[src/rtl/feature_packer_pkg.sv]
// Shared types and sizing for the feature_packer front-end.
// Channel count and width fall back to local defaults when const.vh is not included.
`ifndef TOTAL_NUM_CHANNEL
`define TOTAL_NUM_CHANNEL 8
`endif
`ifndef CHANNEL_WIDTH
`define CHANNEL_WIDTH 2
`endif
`ifndef ceilLog2
`define ceilLog2(x) ($clog2(x))
`endif

package feature_packer_pkg;

  localparam int SAMPLE_WIDTH = 16;
  localparam int NUM_CH       = `TOTAL_NUM_CHANNEL;
  localparam int CH_W         = `CHANNEL_WIDTH;
  localparam int FRAME_BITS   = `TOTAL_NUM_CHANNEL * `CHANNEL_WIDTH;
  localparam int CH_CNT_W     = `ceilLog2(`TOTAL_NUM_CHANNEL);

  typedef logic [1:0] level_t;
  typedef logic signed [SAMPLE_WIDTH-1:0] sample_t;

  typedef enum logic [1:0] {
    EMPTY   = 2'd0,
    FILLING = 2'd1,
    FULL    = 2'd2
  } buf_state_e;

  // Element NUM_CH-1 sits in the MSBs, so channel k is stored at element NUM_CH-1-k.
  typedef logic [NUM_CH-1:0][CH_W-1:0] frame_t;

endpackage

[src/rtl/feature_packer_quantizer.sv]
// Combinational 2-bit quantizer: counts how many thresholds the sample reaches.
module sample_quantizer
  import feature_packer_pkg::*;
#(
  parameter int SAMPLE_WIDTH = 16
) (
  input  logic signed [SAMPLE_WIDTH-1:0] sample,
  input  logic signed [SAMPLE_WIDTH-1:0] th0,
  input  logic signed [SAMPLE_WIDTH-1:0] th1,
  input  logic signed [SAMPLE_WIDTH-1:0] th2,
  output level_t                         level
);

  logic ge0;
  logic ge1;
  logic ge2;

  // Summing the compare bits works for any threshold ordering and never exceeds 3.
  assign ge0   = (sample >= th0);
  assign ge1   = (sample >= th1);
  assign ge2   = (sample >= th2);
  assign level = level_t'(ge0) + level_t'(ge1) + level_t'(ge2);

endmodule

[src/rtl/feature_packer.sv]
// Quantizes raw samples and packs them into ping-pong frame buffers for hdc_sensor_fusion.
// Optional frame alignment checking is enabled by defining FEATURE_PACKER_FRAME_CHECK_EN.
module feature_packer
  import feature_packer_pkg::*;
#(
  parameter int SAMPLE_WIDTH = 16
) (
  input  logic                           clk,
  input  logic                           rst,
  input  logic                           s_valid,
  output logic                           s_ready,
  input  logic signed [SAMPLE_WIDTH-1:0] s_sample,
  input  logic                           s_sof,
  input  logic signed [SAMPLE_WIDTH-1:0] th0,
  input  logic signed [SAMPLE_WIDTH-1:0] th1,
  input  logic signed [SAMPLE_WIDTH-1:0] th2,
  output logic                           fin_valid,
  input  logic                           fin_ready,
  output logic [FRAME_BITS-1:0]          features_top,
  output logic                           frame_err
);

  localparam logic [CH_CNT_W-1:0] LAST_CH = CH_CNT_W'(NUM_CH - 1);

  buf_state_e            buf_state [2];
  frame_t                buf_data  [2];
  logic                  wr_sel;
  logic                  rd_sel;
  logic [CH_CNT_W-1:0]   ch_cnt;

  level_t                level;
  logic                  accept;
  logic                  fin_hs;
  logic                  restart;
  logic                  drop;
  logic                  store;
  logic                  last;
  logic [CH_CNT_W-1:0]   idx;
  logic [CH_CNT_W-1:0]   slot;

  sample_quantizer #(
    .SAMPLE_WIDTH(SAMPLE_WIDTH)
  ) u_quantizer (
    .sample(s_sample),
    .th0   (th0),
    .th1   (th1),
    .th2   (th2),
    .level (level)
  );

  assign s_ready      = (buf_state[wr_sel] != FULL);
  assign fin_valid    = (buf_state[rd_sel] == FULL);
  assign features_top = buf_data[rd_sel];

  assign accept = s_valid && s_ready;
  assign fin_hs = fin_valid && fin_ready;

`ifdef FEATURE_PACKER_FRAME_CHECK_EN
  assign restart = s_sof && (ch_cnt != '0);
  assign drop    = !s_sof && (ch_cnt == '0);

  always_ff @(posedge clk or posedge rst) begin
    if (rst) begin
      frame_err <= 1'b0;
    end else begin
      frame_err <= accept && (restart || drop);
    end
  end
`else
  logic unused_sof;

  assign unused_sof = s_sof;
  assign restart    = 1'b0;
  assign drop       = 1'b0;
  assign frame_err  = 1'b0;
`endif

  // A restarting sof sample becomes channel 0 of the current buffer; stale slots get overwritten.
  assign idx   = restart ? '0 : ch_cnt;
  assign store = accept && !drop;
  assign last  = (idx == LAST_CH);
  assign slot  = LAST_CH - idx;

  // Fill and drain never touch the same buffer: fill needs it not FULL, drain needs it FULL.
  always_ff @(posedge clk or posedge rst) begin
    if (rst) begin
      for (int b = 0; b < 2; b++) begin
        buf_state[b] <= EMPTY;
        buf_data[b]  <= '0;
      end
      wr_sel <= 1'b0;
      rd_sel <= 1'b0;
      ch_cnt <= '0;
    end else begin
      if (fin_hs) begin
        buf_state[rd_sel] <= EMPTY;
        rd_sel            <= ~rd_sel;
      end
      if (store) begin
        buf_data[wr_sel][slot] <= level;
        if (last) begin
          buf_state[wr_sel] <= FULL;
          wr_sel            <= ~wr_sel;
          ch_cnt            <= '0;
        end else begin
          buf_state[wr_sel] <= FILLING;
          ch_cnt            <= idx + 1'b1;
        end
      end
    end
  end

endmodule

[config.mk]
export PLATFORM = sky130hd
export DESIGN_NAME = feature_packer
export DESIGN_NICKNAME = d
export VERILOG_FILES = /design/src/rtl/feature_packer_pkg.sv /design/src/rtl/feature_packer_quantizer.sv /design/src/rtl/feature_packer.sv
export SDC_FILE = /design/constraint.sdc
export NUM_CORES = 1
export LEC_CHECK = 0
export BUFFER_PORTS_ARGS = -buffer_cell sky130_fd_sc_hd__buf_2
export CAP_MARGIN = 20
export CORE_UTILIZATION = 58
export DETAILED_ROUTE_END_ITERATION = 10
export PLACE_DENSITY = 0.87
export SYNTH_ARGS = -nofsm -noshare
export SYNTH_HDL_FRONTEND = slang
export SYNTH_HIERARCHICAL = 1
export SYNTH_SLANG_ARGS = --single-unit
[constraint.sdc]
create_clock -name clk -period 2.6 [get_ports clk]
set_clock_uncertainty 0.15 [all_clocks]
set_input_delay 0.52 -clock clk [delete_from_list [all_inputs] [get_ports clk]]
set_output_delay 0.52 -clock clk [all_outputs]
set_load 0.005 [all_outputs]
==> results of run 1 <==
-- cell type report --
class | count | share of cell area, %
clock inverters | 1 | 0.166
inverters | 48 | 4.10
multi-input cells | 222 | 54.0
flip-flops and latches | 41 | 22.7
clock buffers | 6 | 1.83
repair buffers | 105 | 15.2
well taps | 72 | 1.99
-- what timing repair did --
action | in CTS | in global routing
setup endpoints to repair | 32 | 32
pin swaps | 12 | 14
resized for setup | 68 | 17
setup buffers | 8 | 1
-- worst max-delay path, stage by stage --
cell and delay (ns):
buf_2 0.08, inv_1 0.08, ha_4 0.28, nand4_1 0.16
nor3_2 0.35, a21boi_2 0.29, nor4_2 0.07, mux2_4 0.31
fa_2 0.47, buf_6 0.17, mux2_4 0.26
-- sequential cells by signal (all words and copies together) (netlist names) --
register   count
wr_sel         1
ch_cnt         3
buf_data      32
rd_sel         1
buf_state      4
-- metal layers --
layer / GRT usage, % / part of all wire (%) / up-vias
li1: - / - / 1356
met3: 7.53 / 7.0 / 69
met2: 61.0 / 50 / 193
met5: 0 / 0 / -
met4: 22.5 / 6.8 / 0
met1: 35.7 / 36 / 1453
-- power by group through the flow --
| stage | combinational [mW] | clock, mW | sequential, mW |
|---|---|---|---|
| finish | 1.72 | 0.427 | 1.23 |
| global route | 1.84 | 0.454 | 1.27 |
| CTS | 1.65 | 0.430 | 1.22 |
| detailed placement | 1.45 | 0 | 1.22 |
| global placement | 1.39 | 0 | 1.19 |
| floorplan | 1.14 | 0 | 1.09 |
-- path summary, 6_finish.rpt --
path,endpoint,cells past startpoint,slack (ns),start
min in group clk,buf_data[23],1,0.35,buf_data[23]
min reg2reg,buf_data[23],1,0.35,buf_data[23]
min,buf_data[26],3,0.17,rst
max reg2reg,buf_data[29],3,0.62,wr_sel
max in group asynchronous,buf_state[0],3,1.76,rst
max,buf_data[6],11,-0.41,th0[15]
-- cell usage after synthesis (3+ instances only) --
cell	n
nor2b_1	4
nand2_1	5
a21boi_2	3
nand2b_1	4
nand4_1	9
ha_1	50
nor3_2	3
mux2_1	3
nor4_1	3
nand3b_1	3
a221oi_1	3
nor2_1	5
a21o_1	9
mux2_2	49
nor3_1	10
clkbuf_1	6
a21oi_1	16
buf_6	3
dfrtp_1	41
inv_1	48
and4_1	3
a211oi_1	3
o211ai_1	3
nand3_1	10
-- stage by stage --
| step | std cells | hold slack, ns |
|---|---|---|
| CTS | 494 | 0.200 |
| global route | 495 | 0.231 |
| global placement | 479 | 0.332 |
| detailed placement | 479 | 0.340 |
| floorplan | 322 | 0.315 |
| finish | 495 | 0.174 |
-- logic make-up (layout without fill, tap and decap cells) --
family                     Yosys count  count (layout)  synth area share [%]
buffers and inverters               59             160                  7.63
DFF                                 41              41                  31.1
other                                1               1                 0.114
AOI/OAI and AO/OA                   45              45                  9.60
and+or+nand+nor                     71              71                  13.3
adders and majority gates           51              51                  19.6
muxes                               54              54                  18.7
==> impl_metrics.json, run 1 <==
{
  "status": "complete, but fails checks",
  "violations": "setup timing",
  "yosys.area.top_type": "dfrtp_1",
  "netlist.area_leader.share_pct": 31.1,
  "hold_buffers": 0,
  "grt_pass1_vias": 3182,
  "viasPerCell": 6.20,
  "dieHeight_um": 77.4,
  "num_vias": 3071,
  "root_buffer": "clkbuf_8",
  "syn2layout_area_growth_pct": 37.0,
  "ys_seq_area_share_pct": 31.1,
  "first_pass_iters": 5,
  "grt_pass1_wl_mm": 15.6,
  "detailed_place_hpwl_mm": 6.01,
  "hold_class": "in -> async",
  "fillCellCount": 283,
  "grt-ovfl-total": 0,
  "routedWlPerCell_um": 21.4,
  "ir_drop_mv": 0.694,
  "core-area_um2": 5510,
  "cap_violations": 0,
  "p_leak_nw": 2.18,
  "pwr-share-seq_pct": 36.5,
  "synth_area_leaders": "dfrtp_1 (31%), ha_1 (19%), mux2_2 (17%)",
  "synth_warnings": 6,
  "p_sw_mw": 1.20,
  "grt_usage_pct": 34.1,
  "final_nets": 543,
  "syn_inst": 322,
  "ys_ff_latch": 41,
  "clk_latency_ns": 0.30,
  "final_area_um2": 4520,
  "setup_viol": 32,
  "drc": 0,
  "antenna_found_initial": 0,
  "die_area_um2": 5990,
  "fin_crit_ns": 3.01,
  "netlist_area_um2": 3300,
  "placedInstanceArea_um2": 3960,
  "clkTransAtPathRegs_ns": 0.08,
  "arrival_ns": 3.04,
  "rsz0062_at_grt": "true",
  "die_x_um": 77.4,
  "io_buffers": 85,
  "total_power_mw": 3.38,
  "swShare_pct": 35.5,
  "final_max_slew_viol_count": 0,
  "ys.flop_type": "dfrtp_1",
  "seqCellArea_um2": 1030,
  "io_pins": 88,
  "power.share.clock_pct": 12.6,
  "ys_types": 42,
  "cp.required_ns": 2.63,
  "final.setup.tns_ns": -11.29,
  "htreeDepth": 2,
  "drtIter0Drc": 162,
  "place_congestion": 0.857,
  "slew_headroom_pct": 61.8,
  "layout_common_cells": "buf_2 (71), dfrtp_1 (41), inv_1 (34), mux2_2 (28), ha_1 (28)",
  "pre_cts_slack_ns": -0.649,
  "rows": 27,
  "detail_route.wirelength_mm": 10.6,
  "cts_sinks": 41,
  "worst_slew_pin_slew_ns": 0.568,
  "cts_buffer_depth": 2,
  "cts_tree": "built",
  "grt_max_degree": 42,
  "intPower_mw": 2.18,
  "utilization_pct": 82.0,
  "syn_nets": 442,
  "crit_type": "in -> reg",
  "cts_made_buffers": 5,
  "max_freq_ghz": 0.332,
  "mostFrequentLayoutCell": "buf_2",
  "multi_input_area_um2": 2440,
  "antenna_left": 0,
  "crit_fanout": 8,
  "synthArstFlopShare_pct": 100,
  "end_kind": "flop",
  "avgSynthCellArea_um2": 10.2,
  "power_density_nw_per_um2": 748,
  "finalHoldViolations": 0,
  "start_kind": "input pin",
  "synth-edff-count": 0,
  "drive_above_1_share_pct": 52.2,
  "fin_ws_ns": -0.411,
  "start_util_pct": 59.9,
  "min_period_over_period_pct": 116,
  "p_comb_share_pct": 50.9,
  "n_antenna_cell": 0
}
No activity file was read; power rests on OpenSTA's default activity.
==> run 2, diff against run 1 <==
--- a/config.mk
+++ b/config.mk
@@ -7,9 +7,11 @@
 export LEC_CHECK = 0
 export BUFFER_PORTS_ARGS = -buffer_cell sky130_fd_sc_hd__buf_2
 export CAP_MARGIN = 20
-export CORE_UTILIZATION = 58
+export CELL_PAD_IN_SITES_DETAIL_PLACEMENT = 1
+export CELL_PAD_IN_SITES_GLOBAL_PLACEMENT = 1
+export CORE_UTILIZATION = 44
 export DETAILED_ROUTE_END_ITERATION = 10
-export PLACE_DENSITY = 0.87
+export PLACE_DENSITY_LB_ADDON = 0.1
 export SYNTH_ARGS = -nofsm -noshare
 export SYNTH_HDL_FRONTEND = slang
 export SYNTH_HIERARCHICAL = 1
==> impl_metrics.json, run 2 (synthesis gave the netlist of run 1 again) <==
{
  "die_area_um2": 7840,
  "r2r_cells": 3,
  "grt_pass1_vias": 3228,
  "detail_route.wirelength_mm": 12.0,
  "end_kind": "flop",
  "max_freq_ghz": 0.333,
  "first_pass_iters": 4,
  "arrival_ns": 3.04,
  "startpoint": "th2[10]",
  "fillCellCount": 781,
  "syn2layout_area_growth_pct": 44.3,
  "final_max_slew_viol_count": 0,
  "total_power_mw": 3.55,
  "crit_fanout": 8,
  "htreeDepth": 2,
  "layout_common_cells": "buf_2 (66), dfrtp_1 (41), inv_1 (33), mux2_2 (28), ha_4 (28)",
  "grt_max_degree": 42,
  "root_buffer": "clkbuf_8",
  "num_vias": 3032,
  "slew_headroom_pct": 55.0,
  "io_buffers": 85,
  "clkTransAtPathRegs_ns": 0.09,
  "clk_latency_ns": 0.30,
  "power_density_nw_per_um2": 746,
  "finalHoldViolations": 0,
  "cts_made_buffers": 5,
  "start_util_pct": 45.5,
  "worstSetupEndpoint": "buf_data[8]",
  "hold_buffers": 0,
  "start_kind": "input pin",
  "rows": 31,
  "detailed_place_hpwl_mm": 6.87,
  "mostFrequentLayoutCell": "buf_2",
  "cts_buffer_depth": 2,
  "cp.required_ns": 2.63,
  "core-area_um2": 7250,
  "dieHeight_um": 88.6,
  "whs_ns": 0.220,
  "cts_tree": "built",
  "fin_crit_ns": 3.00,
  "top_register": "buf_data",
  "io_pins": 88,
  "hold_class": "in -> async",
  "viasPerCell": 5.74,
  "violations": "setup timing",
  "rr_endpoint": "buf_data[10]",
  "r2r_start": "ch_cnt[2]",
  "routedWlPerCell_um": 22.8,
  "antenna_left": 0,
  "drc": 0,
  "die_x_um": 88.6,
  "crit_type": "in -> reg",
  "setup_viol": 32,
  "worst_slew_pin_slew_ns": 0.669,
  "seqCellArea_um2": 1030,
  "cts_sinks": 41,
  "largest_register_ffs": 32,
  "reg_top3": "buf_data x32, buf_state x4, ch_cnt x3",
  "status": "complete, but fails checks",
  "grt_usage_pct": 27.2,
  "n_antenna_cell": 0,
  "final_nets": 548,
  "rsz0062_at_grt": "true",
  "drive_above_1_share_pct": 55.7,
  "pre_cts_slack_ns": -0.665,
  "min_period_over_period_pct": 116,
  "cap_violations": 0,
  "grt_pass1_wl_mm": 15.9,
  "p_leak_nw": 2.24,
  "grt-ovfl-total": 0,
  "drtIter0Drc": 83,
  "place_congestion": 0.767,
  "rrSetupSlack_ns": 0.58,
  "antenna_found_initial": 0,
  "fin_ws_ns": -0.403,
  "multi_input_area_um2": 2540,
  "ir_drop_mv": 0.616
}
## run 2: power breakdown
| group | total, mW | internal [mW] | switching, mW |
|---|---|---|---|
| registers | 1.22 | 0.954 | 0.265 |
| logic | 1.78 | 1.02 | 0.754 |
| clock network | 0.557 | 0.313 | 0.244 |
| total | 3.55 | 2.29 | 1.26 |
## run 2: repair_timing
item	in CTS	in global routing
gates resized for setup	78	25
endpoints found under the setup margin	32	32
pin swaps	16	5
setup buffers	5	6
## run 2: per-layer routing
metal | global-route usage, % | share of wire [%] | wire length, µm
met1 | 28.5 | 38 | 4530
met2 | 52.9 | 53 | 6390
met3 | 3.54 | 3.9 | 471
met4 | 13.5 | 5.5 | 660
met5 | 0 | 0 | 0
## run 2: worst max-delay path: stages
cell and delay [ns]:
buf_2 0.08, inv_1 0.06, ha_1 0.33, nand4_1 0.23, nor3_2 0.27, a21boi_2 0.24
nor4_2 0.08, mux2_4 0.33, fa_2 0.47, buf_6 0.16, mux2_4 0.26
## run 2: area by class of cell
type | instances | share of cell area (%)
Clock buffer | 6 | 1.74
Tap cell | 99 | 2.60
Multi-Input combinational cell | 222 | 53.4
Sequential cell | 41 | 21.6
Clock inverter | 2 | 0.789
Timing Repair Buffer | 110 | 16.0
Inverter | 48 | 3.95
## run 2: metrics by stage
step	TNS [ns]	area, µm²	utilization, %	instances
6_report	-11.02	4760	65.6	528
5_1_grt	-10.84	4760	65.6	528
4_1_cts	-4.11	4560	62.9	522
3_5_place_dp	-20.07	4020	55.4	509
3_3_place_gp	-18.53	4020	55.4	509
2_1_floorplan	-8.86	3450	-	322
## run 2: worst min path at each step
stage | cells after the start | endpoint | slack [ns] | start
2_1_floorplan | 1 | buf_state[3] | 0.32 | buf_state[2]
3_3_place_gp | 1 | buf_data[23] | 0.33 | buf_data[23]
3_5_place_dp | 1 | buf_data[0] | 0.34 | buf_data[0]
4_1_cts | 3 | buf_data[21] | 0.20 | rst
5_1_grt | 3 | buf_data[4] | 0.26 | rst
6_report | 3 | buf_data[4] | 0.22 | rst
==> run 3, diff against run 2 <==
==> constraint.sdc (replaced) <==
create_clock -name clk -period 3.85 [get_ports clk]
set_clock_uncertainty 0.15 [all_clocks]
set_input_delay 0.77 -clock clk [delete_from_list [all_inputs] [get_ports clk]]
set_output_delay 0.77 -clock clk [all_outputs]
set_load 0.005 [all_outputs]
==> impl_metrics.json, run 3 (synthesis gave the netlist of run 1 again) <==
{
  "status": "finished clean",
  "pre_cts_slack_ns": 0.172,
  "cp.required_ns": 3.88,
  "rsz0062_at_grt": "false",
  "n_antenna_cell": 0,
  "syn2layout_area_growth_pct": 19.1,
  "final_nets": 526,
  "total_power_mw": 2.09,
  "start_util_pct": 45.5,
  "whs_ns": 0.354,
  "top_register": "buf_data",
  "hold_buffers": 0,
  "slew_headroom_pct": 43.5,
  "mostFrequentLayoutCell": "buf_2",
  "num_vias": 2661,
  "antenna_left": 0,
  "start_kind": "input pin",
  "grt_usage_pct": 19.9,
  "path_delay_family": "adder cells",
  "cts_setup_buffers": 0,
  "first_pass_iters": 4,
  "power_density_nw_per_um2": 531,
  "final_max_slew_viol_count": 0,
  "grt_pass1_vias": 2638,
  "grt-ovfl-total": 0,
  "cts_made_buffers": 5,
  "r2r_cells": 3,
  "slowest_delay_ns": 0.65,
  "path_buf_inv": 1,
  "layout_common_cells": "buf_2 (85), ha_1 (50), mux2_2 (49), inv_1 (48), dfrtp_1 (41)",
  "rows": 31,
  "drtIter0Drc": 17,
  "critical_path_depth": 9,
  "crit_slowest_cell": "fa_1",
  "crit_type": "in -> reg",
  "grt_max_degree": 24,
  "place_congestion": 0.742,
  "dieHeight_um": 88.6,
  "crit_fanout": 16,
  "hold_depth": 1,
  "worst_slew_pin_slew_ns": 0.847,
  "htreeDepth": 2,
  "detailed_place_hpwl_mm": 6.13,
  "io_buffers": 85,
  "grt_pass1_wl_mm": 11.9,
  "root_buffer": "clkbuf_8",
  "cts_buffer_depth": 2,
  "cts_tree": "built",
  "largest_register_ffs": 32,
  "clkTransAtPathRegs_ns": 0.08,
  "crit_chain": "buf_2 -> ha_1 -> nand4_1 -> nor3_2 -> a21boi_2 -> nor4_2 -> mux2_1 -> fa_1 -> mux2_2",
  "clk_latency_ns": 0.29,
  "cts_sinks": 41,
  "die_area_um2": 7840,
  "final.setup.tns_ns": 0,
  "fin_ws_ns": 0.533,
  "p_leak_nw": 2.01,
  "detail_route.wirelength_mm": 7.48,
  "fin_crit_ns": 3.32,
  "core-area_um2": 7250,
  "cap_violations": 0,
  "end_kind": "flop",
  "finalHoldViolations": 0,
  "routedWlPerCell_um": 14.8,
  "cts_resized": 0,
  "setup_viol": 0,
  "drive_above_1_share_pct": 38.1,
  "viasPerCell": 5.26,
  "io_pins": 88,
  "max_freq_ghz": 0.302,
  "antenna_found_initial": 0,
  "min_period_over_period_pct": 86.1,
  "hold_class": "reg -> reg",
  "ir_drop_mv": 0.390,
  "arrival_ns": 3.34,
  "reg_top3": "buf_data x32, buf_state x4, ch_cnt x3",
  "die_x_um": 88.6,
  "drc": 0
}
==> run 3: changes by cell type in the layout (fill, tap and decap cells not counted), moves of 3 or more <==
cell / delta
a21oi_1: +5
inv_2: -13
mux2_4: -24
buf_6: -21
mux2_2: +21
buf_4: -19
buf_2: +19
ha_1: +28
a211oi_1: +3
ha_4: -28
a21oi_2: -5
mux2_1: +3
inv_1: +15
==> run 3: through the flow <==
step | cell area [µm²] | util (%) | instances
2_1_floorplan | 3300 | - | 322
3_3_place_gp | 3810 | 52.5 | 498
3_5_place_dp | 3810 | 52.5 | 498
4_1_cts | 3930 | 54.1 | 506
5_1_grt | 3930 | 54.1 | 506
6_report | 3930 | 54.1 | 506
==> run 3: per-layer routing <==
metal	global-route usage, %	vias to the layer above	routed length [µm]
met2	38.4	64	3930
met1	22.2	1265	3120
met5	0	-	0
met4	7.48	0	129
li1	-	1321	-
met3	2.15	11	299
==> run 3: path summary, 6_finish.rpt <==
| path | end | from | slack, ns |
|---|---|---|---|
| worst max-delay path | buf_data[9] | s_sample[15] | 0.53 |
| worst min-delay path | buf_data[31] | buf_data[31] | 0.35 |
| worst max register to register | buf_data[29] | wr_sel | 1.92 |
| worst min register to register | buf_data[31] | buf_data[31] | 0.35 |
| max in group asynchronous | buf_data[15] | rst | 2.34 |
| min in group asynchronous | buf_data[2] | rst | 0.44 |
==> run 3: final cells by class <==
| class | count | area, µm² |
|---|---|---|
| Tap cell | 99 | 124 |
| Timing Repair Buffer | 88 | 460 |
| Clock inverter | 1 | 30.0 |
| Inverter | 48 | 180 |
| Multi-Input combinational cell | 222 | 2020 |
| Clock buffer | 7 | 86.3 |
| Sequential cell | 41 | 1030 |
| Fill cell | 846 | 3330 |
==> run 3: power breakdown <==
| part | switching [mW] | internal [mW] |
|---|---|---|
| combinational | 0.367 | 0.536 |
| clock | 0.145 | 0.211 |
| sequential | 0.183 | 0.643 |
